### config.mk
export PLATFORM = sky130hd
export DESIGN_NAME = enc_speed_sched
export DESIGN_NICKNAME = d
export VERILOG_FILES = /design/src/rtl/enc_speed_sched.sv
export SDC_FILE = /design/constraint.sdc
export NUM_CORES = 1
export LEC_CHECK = 0
export ABC_AREA = 0
export CORE_MARGIN = 2
export CORE_UTILIZATION = 36
export DETAILED_ROUTE_END_ITERATION = 10
export SYNTH_ARGS = -nofsm -noshare
export SYNTH_HDL_FRONTEND = slang
export SYNTH_SLANG_ARGS = --single-unit
### constraint.sdc
create_clock -name clk -period 4.7 [get_ports clk]
set_clock_uncertainty 0.2 [all_clocks]
set_input_delay 0.94 -clock clk [delete_from_list [all_inputs] [get_ports clk]]
set_output_delay 0.94 -clock clk [all_outputs]
set_load 0.05 [all_outputs]
### src/rtl/enc_speed_sched.sv
// Quadrature decoder supervisor: sequences decoder reset on mode change and
// produces periodic speed/position samples over a valid/ready handshake.
module enc_speed_sched #(
  parameter logic [2:0] DEFAULT_MODE = 3'd4,
  parameter int         CLR_CYCLES   = 2
) (
  input  logic        clk,
  input  logic        rst,
  input  logic        cfg_req,
  input  logic [2:0]  cfg_mode,
  output logic        cfg_ack,
  output logic        cfg_err,
  input  logic [15:0] period,
  output logic [2:0]  enc_mode,
  output logic        enc_rst,
  input  logic [15:0] enc_count,
  output logic        smp_valid,
  input  logic        smp_ready,
  output logic [15:0] smp_speed,
  output logic [15:0] smp_pos,
  output logic        overrun
);

  typedef enum logic [1:0] {CLEAR, SETTLE, RUN} state_t;

  localparam logic [3:0]  CLR_LAST = 4'(CLR_CYCLES - 1);
  localparam logic [15:0] POS_REST = 16'h8000;

  state_t      state_reg, state_next;
  logic [2:0]  mode_reg, mode_next;
  logic [3:0]  clr_cnt_reg, clr_cnt_next;
  logic [15:0] cnt_reg, cnt_next;
  logic [15:0] last_pos_reg, last_pos_next;
  logic        smp_valid_reg, smp_valid_next;
  logic [15:0] speed_reg, speed_next;
  logic [15:0] pos_reg, pos_next;
  logic        overrun_reg, overrun_next;
  logic        ack_reg, ack_next;
  logic        err_reg, err_next;
  logic        due;
  logic        mode_ok;

  assign mode_ok = (cfg_mode == 3'd1) || (cfg_mode == 3'd2) || (cfg_mode == 3'd4);

  always_comb begin
    state_next     = state_reg;
    mode_next      = mode_reg;
    clr_cnt_next   = clr_cnt_reg;
    cnt_next       = cnt_reg;
    last_pos_next  = last_pos_reg;
    smp_valid_next = smp_valid_reg;
    speed_next     = speed_reg;
    pos_next       = pos_reg;
    overrun_next   = overrun_reg;
    ack_next       = 1'b0;
    err_next       = 1'b0;
    due            = 1'b0;

    if (smp_valid_reg && smp_ready)
      smp_valid_next = 1'b0;

    case (state_reg)
      CLEAR: begin
        if (clr_cnt_reg == CLR_LAST) begin
          state_next   = SETTLE;
          clr_cnt_next = 4'd0;
        end else begin
          clr_cnt_next = clr_cnt_reg + 4'd1;
        end
      end
      SETTLE: begin
        state_next    = RUN;
        last_pos_next = POS_REST;
        cnt_next      = 16'd0;
      end
      RUN: begin
        // >= rather than == so a period shrunk mid-interval still fires promptly
        if (period == 16'd0) begin
          cnt_next = 16'd0;
        end else if (cnt_reg >= period - 16'd1) begin
          due      = 1'b1;
          cnt_next = 16'd0;
        end else begin
          cnt_next = cnt_reg + 16'd1;
        end

        if (cfg_req) begin
          if (mode_ok) begin
            ack_next       = 1'b1;
            mode_next      = cfg_mode;
            smp_valid_next = 1'b0;
            overrun_next   = 1'b0;
            state_next     = CLEAR;
            clr_cnt_next   = 4'd0;
          end else begin
            err_next = 1'b1;
          end
        end else if (due) begin
          last_pos_next = enc_count;
          if (!smp_valid_reg || smp_ready) begin
            smp_valid_next = 1'b1;
            speed_next     = enc_count - last_pos_reg;
            pos_next       = enc_count;
          end else begin
            overrun_next = 1'b1;
          end
        end
      end
      default: state_next = CLEAR;
    endcase
  end

  always_ff @(posedge clk) begin
    if (rst) begin
      state_reg     <= CLEAR;
      mode_reg      <= DEFAULT_MODE;
      clr_cnt_reg   <= 4'd0;
      cnt_reg       <= 16'd0;
      last_pos_reg  <= POS_REST;
      smp_valid_reg <= 1'b0;
      speed_reg     <= 16'd0;
      pos_reg       <= POS_REST;
      overrun_reg   <= 1'b0;
      ack_reg       <= 1'b0;
      err_reg       <= 1'b0;
    end else begin
      state_reg     <= state_next;
      mode_reg      <= mode_next;
      clr_cnt_reg   <= clr_cnt_next;
      cnt_reg       <= cnt_next;
      last_pos_reg  <= last_pos_next;
      smp_valid_reg <= smp_valid_next;
      speed_reg     <= speed_next;
      pos_reg       <= pos_next;
      overrun_reg   <= overrun_next;
      ack_reg       <= ack_next;
      err_reg       <= err_next;
    end
  end

  assign enc_rst   = (state_reg == CLEAR);
  assign enc_mode  = mode_reg;
  assign cfg_ack   = ack_reg;
  assign cfg_err   = err_reg;
  assign smp_valid = smp_valid_reg;
  assign smp_speed = speed_reg;
  assign smp_pos   = pos_reg;
  assign overrun   = overrun_reg;

endmodule

======== Yosys cells after proc, flatten, opt, wreduce, memory -nomap -nowiden ========
Index checks and enable logic that the tools add are counted.
Widths: inputs -> output; s select.
operators by class
  reductions and logical operators ........ 17
  equal/unequal tests ..................... 13
  bitwise logic cells ..................... 2
  $lt $le $gt $ge ......................... 1
  mux-type cells .......................... 29
  $add $sub $neg .......................... 4
operators by type and width
  operator               number
  $mux 16                4
  $pmux 16 s2            2
  $add 16x1->16 const B  1
  $ge 16x16->1           1
  $logic_not 16->1       1
  $sub 16x1->16 const B  1
  $sub 16x16->16         1
  $mux 1                 15
  $mux 4                 3
  $reduce_and 3->1       4
  $ne 2x2->1 const B     5
  $pmux 4 s2             1
  $reduce_and 4->1       2
  $mux 2                 3
  $pmux 2 s3             1
  $reduce_bool 2->1      3
  $add 4x1->4 const B    1
  $eq 4x1->1 const B     1
  $ne 2x1->1 const B     2
  $eq 3x1->1 const B     1
  $eq 3x2->1 const B     1
  $eq 3x3->1 const B     1
  $logic_or 1x1->1       3
  $reduce_or 3->1        1
  other kinds (6)        7
storage, ports and cells
  logic and storage cells ................. 77
  bits of input ports ..................... 39
  register bits after elaboration ......... 77

======== Depth between registers and ports, before layout ========
  depth in word-level cells ............... 8
  gate-level depth with buffers ........... 16
  mapped depth without buffers ............ 14

======== Worst setup path after synthesis ========
OpenSTA, ideal clock, no wires.
  path type ............................... input to register
  from .................................... input port period[3]
  to ...................................... register pos_reg[2] (netlist: smp_pos[2])
  stages .................................. 15
  path slack .............................. 0.496 ns
  arrival time ............................ 3.876 ns
  path through ............................ nor2_1 > nand3_1 > or3_1 > nor2b_1 > nand3_1 > xor2_1 > ha_1 > nand4_1 > or4_4 > o211ai_4 > nand4b_4 > buf_6 > buf_6 > mux2i_1 > nor2_1
between the ends
  cells in the longest elaborated chain, start to end .. 6
ends and longest elaborated chain
  element                                line  text
  start, declared                        13    input logic [15:0] period,
  $sub 16x1->16                          80    end else if (cnt_reg >= period - 16'd1) begin
  $ge 16x16->1                           80
  $mux 1                                 80
  $mux 1 (*)                             78    if (period == 16'd0) begin
  $mux 1 (*)                             62    case (state_reg)
  $reduce_and 4->1 (no source line) (*)  -
  end signal, assigned                   134   pos_reg <= pos_next;
  end, declared                          36    logic [15:0] pos_reg, pos_next;
Mark *: on every way between the ends. The rest lies on a longest branch, timed or not. The select of a mux whose other input is x is not followed.
A chain may end at the register's enable or synchronous reset.

======== Final worst setup path ========
  from .................................... input port period[7]
  to ...................................... register cnt_reg[9]
between the ends
  cells in the longest elaborated chain, start to end .. 5
ends and longest elaborated chain
  element               line  text
  $sub 16x1->16         80
  $ge 16x16->1          80
  $mux 16               80
  $mux 16 (*)           78
  $pmux 16 s2 (*)       62
  end signal, assigned  130   cnt_reg <= cnt_next;
  end, declared         32    logic [15:0] cnt_reg, cnt_next;
Mark *: on every way between the ends. The rest lies on a longest branch, timed or not.

==> qor.yml <==
ant_nets: 0
cts_hold_buf: 0
dr.pass1.iters: 4
pwr_density_cell_nw_per_um2: 310
tritoncts: "yes"
die_w_um: 117
crit_fanout: 12
area_growth_pct: 29.7
fin_nets: 720
grt_pass1_vias: 3904
relSlewSlack_pct: 55.8
avgSynthCellArea_um2: 8.33
cts_buffers: 9
synth-edff-count: 0
crit_type: "input pin to flop"
timing.rr.end: "cnt_reg[9]"
via_per_inst: 5.10
min_path_type: "flop to flop"
post_cts.repair.setup_buffers: 0
setup_viol: 0
hold_viol_final: 0
drtIter0Drc: 125
worst_pin_slew_ps: 664
drt_wl_total_um: 10900
rrSetupSlack_ps: 1800
place_ws_ps: -233
post-route-drc-count: 0
fp.dieH_um: 117
ioPinCount: 79
arrival_ps: 4580
status: "finished, final reports clean"
fmax_mhz: 222
p_comb_share_pct: 27.9
synth_flop_cell: "dfxtp_1"
n_antenna_cell: 0
grt_usage_pct: 16.9
post-route-period-util_pct: 96.0
core.rowCount: 41
wl_per_cell_um: 13.3
grt_max_degree: 38
maxCapViolCount: 0
synth_cells: 549
ys_types: 57
r2r_cells: 9
utilization_pct: 47.4
end_kind: "flop"
cts_sinks: 77
initial_core_util_pct: 36.6
final_cell_mix: "77 x dfxtp_1, 77 x clkdlybuf4s50_1, 56 x nor2_1, 46 x a21oi_1, 43 x nand2_1"
hold_path_end: "last_pos_reg[7]"
synthArstFlopShare_pct: 0
numPortBuffers: 78
layout_setup_ws_ps: 186
h-tree-depth: 3
fp.dieArea_um2: 13600
ys_seq_elements: 77
post_cts_resized: 0
syn-cell-area_um2: 4580
pwr-share-seq_pct: 37.5
startpoint_type: "input pin"
clk_latency_ps: 340
intPower_w: 0.00125
antenna_found_initial: 0
clock_path_buffers: 2
p_clk_share_pct: 34.6
swShare_pct: 32.2
holdPathStages: 2
reg2reg_from: "cnt_reg[2]"
ctsRootBufferMaster: "clkbuf_16"
num_vias: 4175
gp_congestion: 0.823
min_from: "last_pos_reg[7]"
p_sw_w: 0.000593
seq_area_frac_synth_pct: 33.7
grt_pass1_wl_um: 18300
slew_viol_final: 0
power.leakage_nw: 2.42
drive_above_1_share_pct: 8.35
yosys_warnings: 0
cp.required_ps: 4770
place_hpwl_um: 8190
globalRouteOverflowTotal: 0
syn_nets: 627
core_um2: 12500
final.min_clock_period_ps: 4510
clk_pin_slew_ps: 60
vdd_ir_drop_max_v: 0.000200
-- synthesized netlist by cell type (10+ instances only) --
master	count	area share, %
dfxtp_1	77	34
nand2_1	43	3.5
nand3_1	28	3.1
a21oi_1	46	5.0
o21ai_0	26	2.8
ha_1	38	10
nor3_1	15	1.6
nor2_1	56	4.6
nor2b_1	10	1.4
xnor2_1	14	2.7
mux2i_1	26	5.7
inv_1	34	2.8
xor2_1	12	2.3
-- critical path: stages --
cell	delay [ps]
clkdlybuf4s50_1	440
nor3_1	310
nand4_1	190
or4_1	440
xor2_1	170
ha_1	280
nand4_1	130
a211oi_1	70
nor3_1	170
buf_4	140
o211ai_4	90
buf_4	190
or3_1	400
buf_4	200
or3_1	350
o21ai_1	90
-- power groups by stage --
stage | combinational, W | clock [W] | sequential (W)
2_1_floorplan | 0.000327 | 0 | 0.000704
3_5_place_dp | 0.000516 | 0 | 0.000703
5_1_grt | 0.000583 | 0.000683 | 0.000692
4_1_cts | 0.000519 | 0.000657 | 0.000690
6_report | 0.000513 | 0.000638 | 0.000689
3_3_place_gp | 0.000504 | 0 | 0.000702
-- cell families (layout without fill, tap and decap cells) --
family	after synthesis	in the layout	share of synthesized area [%]
compound gates	124	124	17.3
xor+xnor	26	26	4.98
fa+ha+maj	39	39	10.8
buf+inv	54	152	5.30
flops	77	77	33.7
mux	26	26	5.69
simple gates	203	203	22.2
-- worst max-delay path by stage --
stage / slack (ps) / startpoint / end / depth (start not counted)
2_1_floorplan: 500 / period[3] / smp_pos[2] / 15
3_3_place_gp: -90 / period[3] / cnt_reg[9] / 18
3_5_place_dp: -230 / period[3] / cnt_reg[9] / 18
4_1_cts: 100 / period[3] / cnt_reg[9] / 18
5_1_grt: -3 / period[7] / cnt_reg[9] / 16
6_report: 190 / period[7] / cnt_reg[9] / 16
-- metrics by stage --
stage          instance area, um^2  TNS [ps]  hold slack (ps)  power [W]  std cells
5_1_grt                       5930     -2.95              272    0.00196        819
3_3_place_gp                  5640     -1310              238    0.00121        803
3_5_place_dp                  5640     -6780              243    0.00122        803
6_report                      5930         0              248    0.00184        819
2_1_floorplan                 4580         0              232    0.00103        549
4_1_cts                       5920         0              252    0.00186        819
-- metal layers --
layer,routed length (um),GRT usage [%],part of all wire [%]
met1,4950,21.0,46
met2,5140,27.4,47
met3,503,4.98,4.6
met4,261,7.29,2.4
met5,0,0,0
-- final cells by class --
type	instances	area, um^2
Clock inverter	3	21.3
Inverter	34	128
Fill cell	1246	6580
Timing Repair Buffer	102	968
Multi-Input combinational cell	418	2810
Sequential cell	77	1540
Tap cell	172	215
Clock buffer	13	250
No activity file was read; power rests on OpenSTA's default activity.
